[src/rtl/pulse_meter.sv]
// Pulse width meter: synchronises an async input and reports its high time in
// prescaled ticks. Define PULSE_METER_GLITCH_EN to drop results shorter than MIN_TICKS.
//
// state   | meaning
// IDLE    | waiting for a rise on the synchronised input
// MEASURE | pulse high; prescaler and tick counter running
// REPORT  | one cycle: publish (or discard) the result
module pulse_meter #(
  parameter int PRESCALE  = 1000,
  parameter int WIDTH     = 8,
  parameter int MIN_TICKS = 2
) (
  input  logic             clk,
  input  logic             reset,
  input  logic             in,
  output logic [WIDTH-1:0] width,
  output logic             valid,
  output logic             overflow,
  output logic             busy
);

  localparam int PW = $clog2(PRESCALE);
  localparam logic [PW-1:0]    PSC_LAST = PW'(PRESCALE - 1);
  localparam logic [WIDTH-1:0] TICK_MAX = '1;
  localparam logic [WIDTH-1:0] TICK_PRE = TICK_MAX - 1'b1;
  localparam logic [WIDTH-1:0] MIN_T    = WIDTH'(MIN_TICKS);
`ifdef PULSE_METER_GLITCH_EN
  localparam bit GLITCH_EN = 1'b1;
`else
  localparam bit GLITCH_EN = 1'b0;
`endif

  typedef enum logic [1:0] {IDLE, MEASURE, REPORT} state_t;

  state_t           state, next_state;
  logic             sync1, sync2, hist;
  logic             live, armed;
  logic [PW-1:0]    psc;
  logic [WIDTH-1:0] ticks;
  logic             sat;
  logic             rise, fall;
  logic             clear_cnt, report_ok, accept;

  // armed needs one real low sample after reset, so a pulse already high
  // at reset release is never mistaken for a fresh rise.
  assign rise   = sync2 & ~hist & armed;
  assign fall   = ~sync2 & hist;
  assign accept = !GLITCH_EN || (ticks >= MIN_T);
  assign busy   = (state == MEASURE);

  always_ff @(posedge clk) begin
    if (!reset) begin
      state    <= IDLE;
      sync1    <= 1'b0;
      sync2    <= 1'b0;
      hist     <= 1'b0;
      live     <= 1'b0;
      armed    <= 1'b0;
      psc      <= '0;
      ticks    <= '0;
      sat      <= 1'b0;
      width    <= '0;
      overflow <= 1'b0;
      valid    <= 1'b0;
    end else begin
      sync1 <= in;
      sync2 <= sync1;
      hist  <= sync2;
      live  <= 1'b1;
      if (live && !sync1) armed <= 1'b1;
      state <= next_state;
      valid <= report_ok;
      if (report_ok) begin
        width    <= ticks;
        overflow <= sat;
      end
      if (clear_cnt) begin
        psc   <= '0;
        ticks <= '0;
        sat   <= 1'b0;
      end else if (state == MEASURE) begin
        // the fall cycle still counts, so N high cycles give N increments
        if (psc == PSC_LAST) begin
          psc <= '0;
          if (ticks != TICK_MAX) ticks <= ticks + 1'b1;
          if (ticks == TICK_PRE) sat <= 1'b1;
        end else begin
          psc <= psc + 1'b1;
        end
      end
    end
  end

  always_comb begin
    next_state = state;
    clear_cnt  = 1'b0;
    report_ok  = 1'b0;
    case (state)
      IDLE: begin
        if (rise) begin
          next_state = MEASURE;
          clear_cnt  = 1'b1;
        end
      end
      MEASURE: begin
        if (fall) next_state = REPORT;
      end
      REPORT: begin
        report_ok = accept;
        clear_cnt = rise;
        next_state = rise ? MEASURE : IDLE;
      end
      default: next_state = IDLE;
    endcase
  end

endmodule
[config.mk]
export PLATFORM = sky130hd
export DESIGN_NAME = pulse_meter
export DESIGN_NICKNAME = d
export VERILOG_FILES = /design/src/rtl/pulse_meter.sv
export SDC_FILE = /design/constraint.sdc
export NUM_CORES = 1
export LEC_CHECK = 0
export BUFFER_PORTS_ARGS = -buffer_cell sky130_fd_sc_hd__buf_2
export CAP_MARGIN = 20
export CORE_ASPECT_RATIO = 0.6
export CORE_MARGIN = 8
export CORE_UTILIZATION = 40
export DETAILED_ROUTE_END_ITERATION = 10
export PLACE_DENSITY = 0.56
export SLEW_MARGIN = 20
export SYNTH_ARGS = -nofsm -noshare
export SYNTH_HDL_FRONTEND = slang
export SYNTH_SLANG_ARGS = --single-unit
[constraint.sdc]
create_clock -name clk -period 2.6 [get_ports clk]
set_input_delay 0.52 -clock clk [delete_from_list [all_inputs] [get_ports clk]]
set_output_delay 0.52 -clock clk [all_outputs]
set_load 0.1 [all_outputs]
==> results.json <==
{
  "cpMaxStageDelayCell": "buf_2",
  "cts_setup_buffers": 0,
  "syn_area_mm2": 0.00148,
  "power_density_mw_per_mm2": 626,
  "drt_iter0_drc": 63,
  "report.final.hold_viol_count": 0,
  "cap_violations": 0,
  "synthTopCellsByCount": "dfxtp_1, nand2_1, nor2_1",
  "crit_path_start_kind": "flop",
  "seqCellArea_um2": 721,
  "drt-total-wl_um": 2980,
  "start_util": 0.411,
  "r2r_start": "psc[0]",
  "fp-row-count": 17,
  "critPathTopFamily": "buffers and inverters",
  "viasPerCell": 5.18,
  "p_leak_nw": 0.653,
  "postSynthAreaPerCell_um2": 8.69,
  "ctsHoldBuffers": 0,
  "io_pins": 14,
  "cts_tree": "built",
  "core_area_mm2": 0.00359,
  "globalRouteOverflowTotal": 0,
  "crit_type": "flop to output port",
  "ys_ff_latch": 36,
  "timing.final.crit_share": 0.815,
  "critPathCaptureType": "output port",
  "cts.reportedPaths.clkPinSlew_ps": 70,
  "multi_input_area_um2": 703,
  "n_antenna_cell": 0,
  "drv_slew": 0,
  "rsz0062_at_grt": "false",
  "port_buffers": 13,
  "ir_drop_v": 0.000352,
  "outcome": "completed",
  "cp.required_ps": 2080,
  "fp.dieW_um": 94.5,
  "worst_slew_pin_slew_ps": 726,
  "yosysMostFrequentCell": "dfxtp_1",
  "setup_violations": 0,
  "grt_pass1_wl_um": 5160,
  "slew_headroom": 0.512,
  "syn-instance-count": 170,
  "clock_sinks": 36,
  "drive_gt1_frac": 0.140,
  "syn_nets": 176,
  "fin_tns_setup_ps": 0,
  "wl_per_cell_um": 12.8,
  "grt_max_degree": 15,
  "cts_root_buf": "clkbuf_8",
  "reg2reg_setup_slack_ps": 610,
  "antenna_found_initial": 0,
  "synth_top_area_share": 0.488,
  "cts_resized": 0,
  "final_cells": 233,
  "yosys_warnings": 0,
  "firstDrtPassIters": 4,
  "yosysTopAreaCell": "dfxtp_1",
  "vias": 1206,
  "die_height_um": 63.1,
  "yosysUniqueCellTypes": 33,
  "synth_edf_count": 0,
  "drc": 0,
  "synth_ff_type": "dfxtp_1",
  "grt_pass1_vias": 1129,
  "cpPeakStageDelay_ps": 460,
  "path_buf_inv": 2,
  "drtAntennaViolNets": 0,
  "cp_max_fo": 6,
  "async_flop_share": 0,
  "htreeDepth": 2,
  "fill_cells": 356,
  "r2r_end": "ticks[5]",
  "clockBufferDepth": 2,
  "place_hpwl_um": 2210,
  "yosysSeqAreaShare": 0.488,
  "min_path_type": "input pin to flop",
  "worstSkewPairLatency_ps": 280,
  "fin_skew_ps": 4.99,
  "min_to": "live",
  "crit_chain": "nand2b_1, inv_1, buf_2",
  "gp_congestion": 0.823,
  "syn_to_final_growth_pct": 14.6,
  "max_freq_mhz": 472,
  "min-delay-start": "reset",
  "layout_min_cycle_time_ps": 2120,
  "min_path_cells": 1,
  "crit_arrival_ps": 1600,
  "track_usage": 0.107,
  "dp_cells": 225,
  "nNetsFinal": 191,
  "synthTopCellsByArea": "dfxtp_1, nand2_1, a21oi_1",
  "dieArea_mm2": 0.00596,
  "reg2regPathDepth": 5,
  "cts_buffers": 5
}
## through the flow
stage	hold slack (ps)	area (µm²)	setup WS (ps)	power, W	util
after CTS	386	1690	465	0.00107	0.471
after global placement	426	1590	723	0.000595	0.441
after global routing	393	1690	382	0.00110	0.471
after floorplan	416	1480	762	0.000588	-
final	399	1690	481	0.00106	0.471
after detailed placement	443	1590	643	0.000596	0.441
## placed cells by master (no fill, tap or decap), types with 4 or more instances in the layout
cell,count
nor3_1,11
inv_1,8
xnor2_1,8
nand3_1,4
dfxtp_1,36
clkbuf_8,5
a21oi_1,17
nand2b_1,4
buf_2,13
nand2_1,23
nand4_1,5
nor2_1,19
## flip-flops by register name, indices dropped and copies added (netlist names)
name,flops
ticks,8
armed,1
overflow,1
psc,10
valid,1
state,2
width,8
sync1,1
sync2,1
live,1
sat,1
hist,1
## routing by layer
layer | GRT usage | part of all wire | vias up
met1 | 0.130 | 0.48 | 556
met4 | 0.0600 | 0.020 | 0
met5 | 0 | 0 | -
li1 | - | - | 611
met3 | 0.0366 | 0.054 | 7
met2 | 0.161 | 0.44 | 32
## where the power goes
part | total (W) | internal (W) | switching (W)
Combinational | 0.0000240 | 0.00000703 | 0.0000170
Sequential | 0.000559 | 0.000556 | 0.00000314
Clock | 0.000476 | 0.000284 | 0.000192
## final cells by class
type / count / area share
clock inverter: 2 / 0.0207
inverter: 8 / 0.0177
multi-input combinational: 120 / 0.415
timing repair buffer: 14 / 0.0429
clock buffer: 6 / 0.0429
tap: 47 / 0.0347
sequential: 36 / 0.426
## how the worst max path moves through the flow
stage          cells past startpoint  slack, ps  startpoint        to
5_1_grt                            3        380    state[0]      busy
4_1_cts                            3        470    state[0]      busy
3_5_place_dp                       5        640      psc[0]  ticks[5]
2_1_floorplan                      6        760      psc[0]  ticks[5]
3_3_place_gp                       5        720      psc[0]  ticks[5]
6_report                           3        480    state[0]      busy
## cell families after synthesis
| group | Yosys count | share of synthesized area |
|---|---|---|
| XOR/XNOR | 9 | 0.0533 |
| buffers and inverters | 14 | 0.0364 |
| adder cells (fa/ha/maj) | 3 | 0.0254 |
| AND/OR/NAND/NOR | 81 | 0.289 |
| flip-flops | 36 | 0.488 |
| AO/OA/AOI/OAI | 27 | 0.108 |
(Power assumes the default switching activity.)
